**config.mk**
```make
export PLATFORM = sky130hd
export DESIGN_NAME = multi_port_occupancy
export DESIGN_NICKNAME = d
export VERILOG_FILES = /design/src/rtl/multi_port_occupancy_pkg.sv /design/src/rtl/multi_port_occupancy_lane_popcount.sv /design/src/rtl/multi_port_occupancy.sv
export SDC_FILE = /design/constraint.sdc
export NUM_CORES = 1
export LEC_CHECK = 0
export ABC_AREA = 1
export BUFFER_PORTS_ARGS = -buffer_cell sky130_fd_sc_hd__buf_4
export CAP_MARGIN = 20
export CORE_MARGIN = 10
export CORE_UTILIZATION = 39
export CTS_CLUSTER_DIAMETER = 120
export DETAILED_ROUTE_END_ITERATION = 6
export GPL_TIMING_DRIVEN = 0
export PLACE_DENSITY = 0.62
export SKIP_LAST_GASP = 1
export SYNTH_ARGS = -nofsm -noshare
export SYNTH_HDL_FRONTEND = slang
export SYNTH_SLANG_ARGS = --single-unit
export TNS_END_PERCENT = 1
```
**constraint.sdc**
```tcl
create_clock -name clk -period 5.7 [get_ports clk]
set_clock_uncertainty 0.15 [all_clocks]
set_input_delay 1.14 -clock clk [delete_from_list [all_inputs] [get_ports clk]]
set_output_delay 1.14 -clock clk [all_outputs]
set_load 0.05 [all_outputs]
```
**src/rtl/multi_port_occupancy_pkg.sv**
```systemverilog
// Shared types and helpers for multi-lane occupancy tracking.
// Provides the count-width function, a lane popcount and the flag bundle.
package multi_port_occupancy_pkg;

    typedef struct packed {
        logic full;
        logic almost_full;
        logic empty;
        logic almost_empty;
    } occ_flags_t;

    // Bits needed to hold 0..depth inclusive
    function automatic int clog2_plus1(input int depth);
        return $clog2(depth + 1);
    endfunction

    // Up to 8 lanes; narrower vectors are zero-extended by the caller
    function automatic int popcount(input logic [7:0] bits);
        int n;
        n = 0;
        for (int i = 0; i < 8; i++) begin
            n += int'(bits[i]);
        end
        return n;
    endfunction

endpackage

```
**src/rtl/multi_port_occupancy_lane_popcount.sv**
```systemverilog
// Counts asserted lanes of a request vector (combinational).
// Ports: lanes (LANES bits in), total (number of set lanes out).
module lane_popcount
    import multi_port_occupancy_pkg::*;
#(
    parameter int LANES = 2,
    parameter int CNTW  = $clog2(LANES + 1)
) (
    input  logic [LANES-1:0] lanes,
    output logic [CNTW-1:0]  total
);

    always_comb begin
        total = CNTW'(popcount(8'(lanes)));
    end

endmodule

```
**src/rtl/multi_port_occupancy.sv**
```systemverilog
// Occupancy tracker for a queue with multi-lane push/pop per cycle.
// Ports: clk, rst_n, push, pop, err_clear in; count, free_slots, flags, errors out.
module multi_port_occupancy
    import multi_port_occupancy_pkg::*;
#(
    parameter int DEPTH      = 8,
    parameter int PUSH_PORTS = 2,
    parameter int POP_PORTS  = 2,
    parameter int AF_THRESH  = 6,
    parameter int AE_THRESH  = 2,
    localparam int CW        = clog2_plus1(DEPTH)
) (
    input  logic                  clk,
    input  logic                  rst_n,
    input  logic [PUSH_PORTS-1:0] push,
    input  logic [POP_PORTS-1:0]  pop,
    input  logic                  err_clear,
    output logic [CW-1:0]         count,
    output logic [CW-1:0]         free_slots,
    output logic                  full,
    output logic                  almost_full,
    output logic                  empty,
    output logic                  almost_empty,
    output logic                  valid,
    output logic                  overflow,
    output logic                  underflow
);

    localparam int PW = $clog2(PUSH_PORTS + 1);
    localparam int QW = $clog2(POP_PORTS + 1);
    localparam int SW = CW + 2;

    if (DEPTH < 2) begin : g_bad_depth
        $error("DEPTH must be >= 2");
    end
    if (AF_THRESH < 1 || AF_THRESH > DEPTH - 1) begin : g_bad_af
        $error("AF_THRESH out of range");
    end
    if (AE_THRESH < 0 || AE_THRESH > DEPTH - 1) begin : g_bad_ae
        $error("AE_THRESH out of range");
    end

    logic [PW-1:0] np;
    logic [QW-1:0] nq;

    lane_popcount #(.LANES(PUSH_PORTS)) u_push_cnt (
        .lanes (push),
        .total (np)
    );

    lane_popcount #(.LANES(POP_PORTS)) u_pop_cnt (
        .lanes (pop),
        .total (nq)
    );

    logic signed [SW-1:0] sum;
    logic [CW-1:0]        count_next;
    logic                 ovf_evt;
    logic                 unf_evt;
    occ_flags_t           flags_next;
    occ_flags_t           flags_q;

    // Signed sum with headroom so the clamp sees true over/underflow
    always_comb begin
        sum = $signed({2'b00, count})
            + $signed(SW'(np))
            - $signed(SW'(nq));
        ovf_evt    = 1'b0;
        unf_evt    = 1'b0;
        count_next = sum[CW-1:0];
        if (sum < 0) begin
            unf_evt    = 1'b1;
            count_next = '0;
        end else if (sum > $signed(SW'(DEPTH))) begin
            ovf_evt    = 1'b1;
            count_next = CW'(DEPTH);
        end
        flags_next.full         = (count_next == CW'(DEPTH));
        flags_next.almost_full  = (count_next >= CW'(AF_THRESH));
        flags_next.empty        = (count_next == '0);
        flags_next.almost_empty = (count_next <= CW'(AE_THRESH));
    end

    always_ff @(posedge clk or negedge rst_n) begin
        if (!rst_n) begin
            count      <= '0;
            free_slots <= CW'(DEPTH);
            flags_q    <= '{full: 1'b0, almost_full: 1'b0,
                            empty: 1'b1, almost_empty: 1'b1};
            valid      <= 1'b0;
            overflow   <= 1'b0;
            underflow  <= 1'b0;
        end else begin
            count      <= count_next;
            free_slots <= CW'(DEPTH) - count_next;
            flags_q    <= flags_next;
            valid      <= ~flags_next.empty;
            // A new error outranks a same-cycle clear
            overflow   <= ovf_evt | (overflow & ~err_clear);
            underflow  <= unf_evt | (underflow & ~err_clear);
        end
    end

    assign full         = flags_q.full;
    assign almost_full  = flags_q.almost_full;
    assign empty        = flags_q.empty;
    assign almost_empty = flags_q.almost_empty;

`ifndef SYNTHESIS
    a_count_max : assert property (@(posedge clk) disable iff (!rst_n)
        count <= CW'(DEPTH));
    a_full_empty : assert property (@(posedge clk) disable iff (!rst_n)
        !(full && empty));
    a_free_sum : assert property (@(posedge clk) disable iff (!rst_n)
        (CW+1)'(free_slots) + (CW+1)'(count) == (CW+1)'(DEPTH));
`endif

endmodule

```
==> metrics.txt <==
Synth top area share 32.0%; Post-Route WL 1570 µm; synth unique cells 20; CTS Buffer Depth 2; Main synth FF type dfrtp_1; CTS tree built; Worst slew margin 82.1%; crit path kind in -> reg; Max Cap Viol 0; crit path cell chain buf_4 -> fa_1 -> inv_1 -> fa_1 -> inv_1 -> ha_1 -> inv_1 -> fa_1 -> xnor2_1 -> nand3_2 -> nor3_2 -> inv_1 -> ha_1 -> nand4_1 -> nand2_1; dpl cells 137; final worst path period share 69.0%; DRT iter0 DRCs 18; # rows 16; worst setup margin 1.77 ns; number of flops mapped to enable cells by yosys 0; core area 2020 µm²; biggest area consumer among synthesized cells dfrtp_1; initial antenna violation count 0; critical path startpoint category input pin; vias 604; Post-DP Area 1050 µm²; final-stage net count 133; initial core utilization 42.5%; Crit. End Element flop; Antenna Cells 0; Via-to-Cell Ratio 4.28; first-pass detailed-route iteration total 3; CTS sink cnt 14; I/O Buffers 21; outcome completed; Post-CTS Resized 0; CP max stage delay 0.52 ns; CP arrival 3.96 ns; die width 66.9 µm; Worst path most repeated cell inv_1; Area Growth Syn to Fin 26.5%; min-delay src underflow$_DFF_PN0_; final setup vio count 0; register area share after synthesis 41.2%; post-route ant nets 0; clk root buf clkbuf_4; final cell count without fillers 141; IO Pins 22; cell count after synthesis 89; Post-synth top cells inv_1 (24), dfrtp_1 (11), nand2_1 (10), ha_1 (8), nor2_1 (5); CP Launch Point push[1]; GRT Overall Usage 7.87%; flops & latches, synth 14; DRC 0; maximum fanout along the worst path 3; Fmax achieved 254 MHz; Post-CTS Setup Inserts 0; GRT Residual Overflow 0; dpl hpwl 1330 µm; WL/cell 11.1 µm; Clk Latency, worst-skew pair 0.28 ns; Final Critical Period 3.93 ns; CP max stage cell fa_1; Die Y 66.9 µm; synthesized area per cell 9.66 µm²; RSZ-0062 raised after global routing no; # hold bufs at CTS 0; Post-synth ARST share 100%; vias in the first global route 653; largest net degree at the start of global routing 15; first-pass GRT wire length 2760 µm; final hold violations 0; Slew Limit Fails 0; Worst-Margin Slew 0.266 ns; fin area 1090 µm²; yosys warns 0; CTS buffer count 3; Clock transition at path regs 0.08 ns; Data required, critical path 5.72 ns; routability cong. 0.746; Hold Path Class reg -> reg; H-Tree Depth 1; share of layout cells above drive strength 1 39.5%; top cells by area, synth dfrtp_1 (32%), ha_1 (12%), inv_1 (10%); Synth Cell Area 860 µm²; most frequent cell after synthesis inv_1; die area 4480 µm²; final setup TNS 0 ns; post-synthesis net count 107; Place WS 1.48 ns; Worst R2R Start free_slots[0]$_DFF_PN0_
## final timing paths
kind | slack (ns) | end | depth (start not counted)
setup / recovery | 1.77 | free_slots[2]$_DFF_PN0_ | 15
hold / removal | 0.39 | underflow$_DFF_PN0_ | 2
setup reg to reg | 2.84 | free_slots[2]$_DFF_PN0_ | 13
hold reg to reg | 0.39 | underflow$_DFF_PN0_ | 2
max in group asynchronous | 4.62 | almost_empty$_DFF_PN1_ | 1
min in group asynchronous | 0.54 | valid$_DFF_PN0_ | 1
## metrics by stage
stage	utilization [%]	hold slack, ns
global route	53.8	0.406
finish	53.8	0.388
global placement	52.0	0.362
CTS	53.8	0.391
detailed placement	52.0	0.377
floorplan	-	0.598
## final cells by class
type | instances | area, µm²
Timing Repair Buffer | 21 | 158
Multi-Input combinational cell | 48 | 400
Buffer | 1 | 7.51
Sequential cell | 14 | 354
Tap cell | 27 | 33.8
Fill cell | 198 | 935
Inverter | 26 | 97.6
Clock buffer | 4 | 36.3
## layer usage
layer,share of wire (%),routed length [µm],global-route usage [%],vias up
li1,-,-,-,313
met1,43,676,8.48,271
met2,46,723,12.4,18
met3,10,160,5.02,2
met4,0.51,8,2.31,0
met5,0,0,0,-
## logic make-up after synthesis
group / after synthesis / synth area share [%]
simple gates: 32 / 24.2
buf+inv: 27 / 12.2
flops: 14 / 41.2
fa+ha+maj: 11 / 18.6
compound gates: 4 / 2.77
xor+xnor: 1 / 1.02
## registers in the layout (all words and copies together), names as in the netlist
register	cells
almost_empty	1
almost_full	1
count	3
empty	1
free_slots	4
full	1
overflow	1
underflow	1
valid	1
## placed cells by master, fill, tap and decap left out, drive strengths merged, types with 4 or more instances in the layout
| cell type | n |
|---|---|
| inv | 26 |
| buf | 22 |
| nand2 | 16 |
| dfrtp | 11 |
| ha | 8 |
| nor2 | 7 |
| nand3 | 7 |
| o21ai | 4 |
| clkbuf | 4 |
## critical path: cells and delay by family
family | cells | cell delay (ns)
xor gates and xnor gates | 1 | 0.29
adders and majority gates | 5 | 1.68
buffers and inverters | 5 | 0.37
and+or+nand+nor | 4 | 0.49
Power is left out: the tool's default activity adds up to more than one toggle a clock period on the data nets, which glitch-free logic cannot reach.
